==> config.mk <==
export PLATFORM = sky130hd
export DESIGN_NAME = add_serial_flat
export DESIGN_NICKNAME = d
export VERILOG_FILES = /design/src/rtl/add_serial_if.sv /design/src/rtl/add_serial.sv /design/src/flat_wrapper.sv
export SDC_FILE = /design/constraint.sdc
export NUM_CORES = 1
export LEC_CHECK = 0
export ABC_CLOCK_PERIOD_IN_PS = 4500
export CAP_MARGIN = 20
export CORE_ASPECT_RATIO = 0.75
export CORE_UTILIZATION = 40
export CTS_CLUSTER_DIAMETER = 40
export CTS_CLUSTER_SIZE = 12
export DETAILED_ROUTE_END_ITERATION = 6
export DONT_BUFFER_PORTS = 1
export HOLD_SLACK_MARGIN = 0.06
export PLACE_DENSITY = 0.52
export SLEW_MARGIN = 5
export SYNTH_ARGS = -nofsm -noshare
export SYNTH_HDL_FRONTEND = slang
export SYNTH_SLANG_ARGS = --single-unit
==> constraint.sdc <==
create_clock -name clk -period 4.5 [get_ports clk]
set_input_delay 0.45 -clock clk [delete_from_list [all_inputs] [get_ports clk]]
set_output_delay 0.45 -clock clk [all_outputs]
set_load 0.1 [all_outputs]
==> src/rtl/add_serial_if.sv <==
// ---------------------------------------------------------------------------
// add_serial_if
//
// Groups the add_serial operand/result handshake into one bundle.
//   master : the requester; drives start, a, b, ci (and sub) and reads
//            busy, done, s, co, ov.
//   slave  : the add_serial core; the opposite directions.
//
// Configuration macro: ADD_SERIAL_SUB_EN adds the sub (subtract select)
// signal to the bundle and to both modports.
//
// Parameter:
//   WIDTH : operand and result width; must match the core's WIDTH.
// ---------------------------------------------------------------------------
interface add_serial_if #(
  parameter int WIDTH = 32
);
  logic             start;
  logic [WIDTH-1:0] a;
  logic [WIDTH-1:0] b;
  logic             ci;
`ifdef ADD_SERIAL_SUB_EN
  logic             sub;
`endif
  logic             busy;
  logic             done;
  logic [WIDTH-1:0] s;
  logic             co;
  logic             ov;

`ifdef ADD_SERIAL_SUB_EN
  modport master (output start, a, b, ci, sub, input busy, done, s, co, ov);
  modport slave  (input start, a, b, ci, sub, output busy, done, s, co, ov);
`else
  modport master (output start, a, b, ci, input busy, done, s, co, ov);
  modport slave  (input start, a, b, ci, output busy, done, s, co, ov);
`endif
endinterface : add_serial_if

==> src/rtl/add_serial.sv <==
// ---------------------------------------------------------------------------
// add_serial
//
// Multi-cycle adder: a DIGIT-bit adder slice is iterated N = WIDTH/DIGIT
// times over WIDTH-bit operands, least significant digit first. Produces
// sum, carry-out and two's-complement overflow behind a start/done
// handshake.
//
// Configuration macro: ADD_SERIAL_SUB_EN enables subtract mode. With
// bus.sub=1 at the accepted start, B and the carry-in are inverted on
// entry (s = a - b - ci) and co reports the borrow-out.
//
// Ports:
//   clk   : clock, rising edge.
//   clrn  : synchronous active-low reset.
//   bus   : add_serial_if.slave
//             start      request, sampled in IDLE and DONE only
//             a, b, ci   operands, latched with an accepted start
//             sub        subtract select (ADD_SERIAL_SUB_EN only)
//             busy       high while the digits are being processed
//             done       one-cycle pulse, s/co/ov valid
//             s, co, ov  result, carry/borrow-out, signed overflow;
//                        held until the next accepted start
//
// Timing: start accepted at edge t -> digit steps on edges t+1..t+N ->
// done=1, busy=0 during the cycle after edge t+N. With start held high,
// a new operation is accepted in DONE, one result every N+1 cycles.
// ---------------------------------------------------------------------------
module add_serial #(
  parameter int WIDTH = 32,
  parameter int DIGIT = 1
) (
  input  logic        clk,
  input  logic        clrn,
  add_serial_if.slave bus
);

  localparam int N  = WIDTH / DIGIT;
  localparam int CW = (N > 1) ? $clog2(N) : 1;

  if ((WIDTH % DIGIT) != 0 || DIGIT < 1) begin : g_bad_params
    $error("add_serial: WIDTH must be a positive multiple of DIGIT");
  end

  typedef enum logic [1:0] {
    IDLE,
    RUN,
    DONE
  } state_t;

  state_t           state;
  logic [WIDTH-1:0] a_r;
  logic [WIDTH-1:0] b_r;
  logic [WIDTH-1:0] s_r;
  logic [CW-1:0]    cnt;
  logic             carry;
  logic             sub_r;
  logic             busy_r;
  logic             done_r;
  logic             co_r;
  logic             ov_r;

  logic             sub_in;
  logic [DIGIT:0]   slice;
  logic             msb_cin;
  logic             last_step;
  logic [WIDTH-1:0] s_shift;

`ifdef ADD_SERIAL_SUB_EN
  assign sub_in = bus.sub;
`else
  assign sub_in = 1'b0;
`endif

  // One digit of the addition. The carry into the slice MSB is recovered
  // from its sum bit, which gives the overflow on the final step without
  // splitting the slice adder.
  // NOTE: every always_comb output gets a value on every path; a missing
  // assignment would infer a latch.
  always_comb begin
    slice     = {1'b0, a_r[DIGIT-1:0]} + {1'b0, b_r[DIGIT-1:0]}
              + {{DIGIT{1'b0}}, carry};
    msb_cin   = slice[DIGIT-1] ^ a_r[DIGIT-1] ^ b_r[DIGIT-1];
    last_step = (cnt == CW'(N - 1));
  end

  // New digits enter at the top of s, so after N steps the first digit
  // has reached the bottom.
  if (N == 1) begin : g_shift_single
    assign s_shift = slice[DIGIT-1:0];
  end else begin : g_shift_multi
    assign s_shift = {slice[DIGIT-1:0], s_r[WIDTH-1:DIGIT]};
  end

  // NOTE: all state here updates with non-blocking assignments so every
  // register samples pre-edge values regardless of statement order.
  // NOTE: the operand shift registers and sub_r are not reset; they are
  // always loaded at an accepted start before being used.
  always_ff @(posedge clk) begin
    if (!clrn) begin
      state  <= IDLE;
      busy_r <= 1'b0;
      done_r <= 1'b0;
      s_r    <= '0;
      co_r   <= 1'b0;
      ov_r   <= 1'b0;
      cnt    <= '0;
      carry  <= 1'b0;
    end else begin
      case (state)
        IDLE, DONE: begin
          done_r <= 1'b0;
          if (bus.start) begin
            a_r    <= bus.a;
            b_r    <= sub_in ? ~bus.b : bus.b;
            carry  <= sub_in ? ~bus.ci : bus.ci;
            sub_r  <= sub_in;
            cnt    <= '0;
            busy_r <= 1'b1;
            state  <= RUN;
          end else begin
            busy_r <= 1'b0;
            state  <= IDLE;
          end
        end

        RUN: begin
          a_r   <= a_r >> DIGIT;
          b_r   <= b_r >> DIGIT;
          s_r   <= s_shift;
          carry <= slice[DIGIT];
          cnt   <= cnt + 1'b1;
          if (last_step) begin
            // In subtract mode the adder's final carry is "no borrow".
            co_r   <= slice[DIGIT] ^ sub_r;
            ov_r   <= slice[DIGIT] ^ msb_cin;
            busy_r <= 1'b0;
            done_r <= 1'b1;
            state  <= DONE;
          end
        end

        default: begin
          busy_r <= 1'b0;
          done_r <= 1'b0;
          state  <= IDLE;
        end
      endcase
    end
  end

  assign bus.busy = busy_r;
  assign bus.done = done_r;
  assign bus.s    = s_r;
  assign bus.co   = co_r;
  assign bus.ov   = ov_r;

endmodule : add_serial
==> src/flat_wrapper.sv <==
// flat-port wrapper written by rule: the top's interface ports become plain ports
module add_serial_flat 
#(
  parameter int WIDTH = 32,
  parameter int DIGIT = 1
)
  (clk, clrn, bus_start, bus_a, bus_b, bus_ci, bus_busy, bus_done, bus_s, bus_co, bus_ov);
  add_serial_if #(.WIDTH(WIDTH)) bus_i ();
  input  logic clk;
  input  logic clrn;
  input wire logic [$bits(bus_i.start)-1:0] bus_start;
  input wire logic [$bits(bus_i.a)-1:0] bus_a;
  input wire logic [$bits(bus_i.b)-1:0] bus_b;
  input wire logic [$bits(bus_i.ci)-1:0] bus_ci;
  output wire logic [$bits(bus_i.busy)-1:0] bus_busy;
  output wire logic [$bits(bus_i.done)-1:0] bus_done;
  output wire logic [$bits(bus_i.s)-1:0] bus_s;
  output wire logic [$bits(bus_i.co)-1:0] bus_co;
  output wire logic [$bits(bus_i.ov)-1:0] bus_ov;
  assign bus_i.start = bus_start;
  assign bus_i.a = bus_a;
  assign bus_i.b = bus_b;
  assign bus_i.ci = bus_ci;
  assign bus_busy = bus_i.busy;
  assign bus_done = bus_i.done;
  assign bus_s = bus_i.s;
  assign bus_co = bus_i.co;
  assign bus_ov = bus_i.ov;
  add_serial #(.WIDTH(WIDTH), .DIGIT(DIGIT)) u_core (.clk(clk), .clrn(clrn), .bus(bus_i));
endmodule
### Yosys cells after proc, flatten, opt, wreduce, memory -nomap -nowiden

Cells that the tools add are included.

| word-level totals | value |
|---|---|
| bits of input ports | 68 |
| register bits | 108 |
| word-level logic and storage cells | 42 |
| output and inout bits | 36 |

| cells by class | value |
|---|---|
| equal/unequal tests | 5 |
| bitwise logic cells | 3 |
| multiplexer cells | 14 |
| reduce and logical (&&, ||, !) cells | 7 |
| add/subtract/negate cells | 3 |

Operator list:

| kind | number |
|---|---|
| $pmux 32 s2 | 2 |
| $mux 32 | 2 |
| $pmux 5 s2 | 1 |
| $reduce_and 2->1 | 3 |
| $add 5x1->5 const B | 1 |
| $eq 5x5->1 const B | 1 |
| $mux 5 | 1 |
| $mux 1 | 4 |
| $pmux 1 s2 | 2 |
| $pmux 2 s2 | 1 |
| $reduce_and 3->1 | 1 |
| $xor 1x1->1 | 3 |
| $add 1x1->2 | 1 |
| $add 2x1->2 | 1 |
| $eq 2x1->1 const B | 1 |
| $eq 2x2->1 const B | 1 |
| $logic_not 2->1 | 1 |
| $mux 2 | 1 |
| $ne 2x1->1 const B | 1 |
| $ne 2x2->1 const B | 1 |
| $reduce_bool 2->1 | 1 |
| $reduce_or 2->1 | 1 |

### Depth between registers and ports, before layout

| depth | value |
|---|---|
| depth in word-level cells | 5 |
| gate-level depth with buffers | 6 |
| gate-level depth less buffers | 5 |

### Worst setup path before layout

OpenSTA, ideal clock, no wires.

| path | value |
|---|---|
| path type | register to register |
| from | register u_core.state[1] |
| to | register u_core.a_r[0] (enable) |
| setup slack | 19 ps |
| arrival time | 3974 ps |
| buffers on the path | 3 |
| clock period less this slack | 4481 ps |
| setup time | 507 ps |
| required time | 3993 ps |
| cell stages (with the launch flop) | 6 |
| cells stage by stage | dfxtp_1 nand2b_1 buf_2 buf_2 buf_2 a21oi_1 |

| on the way | value |
|---|---|
| word-level cells in the longest chain between the ends | 4 |
| elaborated cells between the ends (all ways) | 7 |
| those cells by class | 3 x eq/ne; 4 x reduce/logical |

Ends and longest elaborated chain:

| item | line | RTL |
|---|---|---|
| from (decl) | add_serial.sv:51 | `state_t state;` |
| from (signal assigned) | add_serial.sv:101 | `state <= IDLE;` |
| from (signal assigned) | add_serial.sv:120 | `state <= RUN;` |
| from (signal assigned) | add_serial.sv:123 | `state <= IDLE;` |
| $eq 2x2->1 / $logic_not 2->1 (equally long branches) | add_serial.sv:110 | `case (state)` |
| $reduce_or 2->1 | add_serial.sv:110 |  |
| $ne 2x2->1 (no line) / $reduce_bool 2->1 (equally long branches) | - |  |
| $reduce_and 3->1 (no line) * | - |  |
| to (signal assigned) | add_serial.sv:114 | `a_r <= bus.a;` |
| to (signal assigned) | add_serial.sv:128 | `a_r <= a_r >> DIGIT;` |
| to (decl) | add_serial.sv:52 | `logic [WIDTH-1:0] a_r;` |

Every way passes the cells marked *; elsewhere a longest branch is shown, timed or not.
A chain may end at the register's enable or synchronous reset.

### Worst setup path after layout

| path | value |
|---|---|
| from | register u_core.state[0] |
| to | register u_core.b_r[31] (enable) |

| on the way | value |
|---|---|
| word-level cells in the longest chain between the ends | 4 |
| elaborated cells between the ends (all ways) | 7 |
| those cells by class | 3 x eq/ne; 4 x reduce/logical |

Ends and longest elaborated chain:

| item | line | RTL |
|---|---|---|
| $eq 2x2->1 / $logic_not 2->1 (equally long branches) | add_serial.sv:110 |  |
| $reduce_or 2->1 | add_serial.sv:110 |  |
| $ne 2x2->1 (no line) / $reduce_bool 2->1 (equally long branches) | - |  |
| $reduce_and 3->1 (no line) * | - |  |
| to (signal assigned) | add_serial.sv:115 | `b_r <= sub_in ? ~bus.b : bus.b;` |
| to (signal assigned) | add_serial.sv:129 | `b_r <= b_r >> DIGIT;` |
| to (decl) | add_serial.sv:53 | `logic [WIDTH-1:0] b_r;` |

Marks and branches as above.

==> flow_summary.ini <==
[setup_path]
worst-path-max-fanout = 64
critPathKind = register to register
cp.arrival_ns = 2.01
timing.critical_path.required_ns = 4.47
start_kind = register
critPathCaptureType = register

[floorplanning]
initial_cell_density_of_the_core_pct = 41.7
die_w_um = 122
floorplan.die.height_um = 92.2
top_level_ports = 104
total_die_area_sq_um = 11300
row_count = 32
coreArea_sq_um = 10400

[worst_hold_path]
timing.hold.worst.class = input pin to register

[placement]
port_buffers = 0
place.gp.congestion = 0.672
detailed_place_hpwl_um = 4970
place_worst_setup_slack_ns = 2.13

[final_layout]
nNetsFinal = 521
num_antenna_cells = 0
layout.cells.most_common = nand2_1
final-seq-area_sq_um = 2800
drive_above_1_share_pct = 4.40
area.growth.synth_to_final_pct = 9.20
layout_common_cells = nand2_1 (253), edfxtp_1 (64), dfxtp_1 (44)
multi_input_area_sq_um = 1410
filler_cell_count = 1026

[logic_synthesis]
synth-seq-area-share_pct = 64.6
post_synthesis_sequential_element_count = 108
post_synth_and_or_nand_nor_area_fraction_pct = 24.7
synthMuxAreaShare_pct = 0.231
synth_top_family_by_area = simple AND/OR/NAND/NOR gates
synth_top_cells_by_area = edfxtp_1 (44%), nand2_1 (22%), dfxtp_1 (20%), a21oi_1 (4.6%), buf_2 (2.3%)
post_synth_fa_ha_maj_area_fraction_pct = 1.04
synth.net_count = 535
synth_cell_types = 27
synth_largest_area_cell = edfxtp_1
netlist.area_leader.share_pct = 44.3
synth_xor_xnor_area_share_pct = 0.202
synth_cells = 464
compound_cell_area_share_of_the_yosys_netlist_pct = 5.74
ys_warn_count = 0
netlist_area_sq_um = 4340
synthesis.area_per_instance_sq_um = 9.35

[drt]
final_antenna_net_count = 0
drt_drc_violations_left = 0
routed_wirelength_um = 8240
route.detailed.wl_per_inst_um = 13.9
post_drt_via_cell_ratio = 4.78
drtIter0Drc = 194
vias = 2824
dr.pass1.iters = 4

[clocking]
post_cts.repair.setup_buffers = 0
numCtsBuffers = 9
worst_skew_pair_later_pin_latency_ns = 0.35
clkSinkCount = 108
root_buffer = clkbuf_16
post_cts_hold_buffers = 0
clkTransAtPathRegs_ns = 0.07
cts.htree.levels = 3
cts-resized-gates = 0
clock_tree.buffer_depth = 2
tritoncts = yes

[grt]
pin_count_of_the_biggest_net_entering_global_routing = 105
grt_use_total_pct = 15.3
global_route_wire_length_before_repair_um = 12900
antenna_found_initial = 0
grt_overflow = 0
first_global_vias = 2559

[pwr]
vdd_ir_drop_max_v = 0.000206
total_leakage_power_nw = 1.86
power.density_cell_area_nw_per_um2 = 446

[sta]
achievable-frequency_ghz = 0.491
layout_worst_path_cycle_share_pct = 45.3
finalWorstPathRequiredPeriod_ns = 2.04
report.final.setup_viol = 0
fin_setup_tns_ns = 0
clock-skew-final_ns = 0.00667
slew_violations = 0
report.final.hold_viol_count = 0
setup_ws_ns = 2.46
slew_at_the_pin_closest_to_its_max_slew_limit_ns = 1.08
setup_repair_after_global_routing_missed_its_margin = false
timing.slew.headroom_pct = 28.0

[status]
status = finished, final reports clean

[run]
cap_viol_max_count = 0
-- Yosys cell counts --
master    number
nand3b_1       1
clkinv_1       1
dfxtp_1       44
inv_1          1
nand2b_1       5
nand2_1      253
edfxtp_1      64
and2_1         2
and2b_1        1
xnor2_1        1
nand4_1        1
o21a_1         2
fa_1           1
nor3_1         1
mux2i_1        1
buf_4          1
a311oi_1       2
buf_2         20
clkbuf_1       7
nand3_1        5
ha_1           2
buf_6          1
and3_1         3
a21oi_1       40
nor2_1         2
a21boi_0       1
a32oi_1        1
-- cell families (layout without fill, tap and decap cells) --
family	count (synthesis)	after routing
AO/OA/AOI/OAI	46	46
XOR/XNOR	1	1
adder cells (fa/ha/maj)	3	3
buffers and inverters	31	22
flip-flops	108	108
multiplexers	1	1
AND/OR/NAND/NOR	274	274
-- final timing paths --
kind                    endpoint            start  slack (ns)  depth (start not counted)
setup reg to reg  u_core.b_r[31]  u_core.state[0]        2.46                          3
hold / removal     u_core.bus.co             clrn        0.23                          1
setup / recovery  u_core.b_r[31]  u_core.state[0]        2.46                          3
hold reg to reg    u_core.cnt[4]    u_core.cnt[4]        0.47                          2
-- area by class of cell --
cell class | instances | area share [%]
Tap cell | 136 | 3.59
Clock buffer | 15 | 5.91
Sequential cell | 108 | 59.1
Timing Repair Buffer | 4 | 0.898
Inverter | 2 | 0.158
Clock inverter | 1 | 0.634
Multi-Input combinational cell | 325 | 29.7
-- metal layers --
layer / wire length, um / global-route usage [%] / up-vias
met1: 4070 / 21.3 / 1265
met2: 3380 / 20.1 / 77
li1: - / - / 1474
met3: 697 / 6.84 / 8
met5: 0 / 0 / -
met4: 99 / 6.71 / 0
-- worst max-delay path: stages, from the launching register on --
cell and delay (ns):
dfxtp_1 0.40, nand2b_4 0.33, a21oi_4 0.21, buf_4 0.65
-- sequential cells by signal (all words and copies together) (netlist names) --
| signal | flops |
|---|---|
| u_core.a_r | 32 |
| u_core.b_r | 32 |
| u_core.bus.s | 32 |
| u_core.cnt | 5 |
| u_core.state | 2 |
| u_core.bus.busy | 1 |
| u_core.bus.co | 1 |
| u_core.bus.done | 1 |
| u_core.bus.ov | 1 |
| u_core.carry | 1 |
-- power by group --
group / internal, mW / total, mW / switching [mW]
sequential: 1.11 / 1.14 / 0.0285
clock: 0.484 / 0.817 / 0.333
combinational: 0.0431 / 0.154 / 0.111
-- through the flow --
stage	hold WS [ns]	area [sq um]	total power [mW]	utilization, %	instances
floorplan	0.452	4340	1.29	-	464
global placement	0.458	4410	1.31	42.3	574
detailed placement	0.467	4410	1.32	42.3	574
CTS	0.215	4720	2.14	45.3	590
global route	0.207	4740	2.21	45.5	591
finish	0.228	4740	2.11	45.5	591
(Power assumes the default switching activity.)
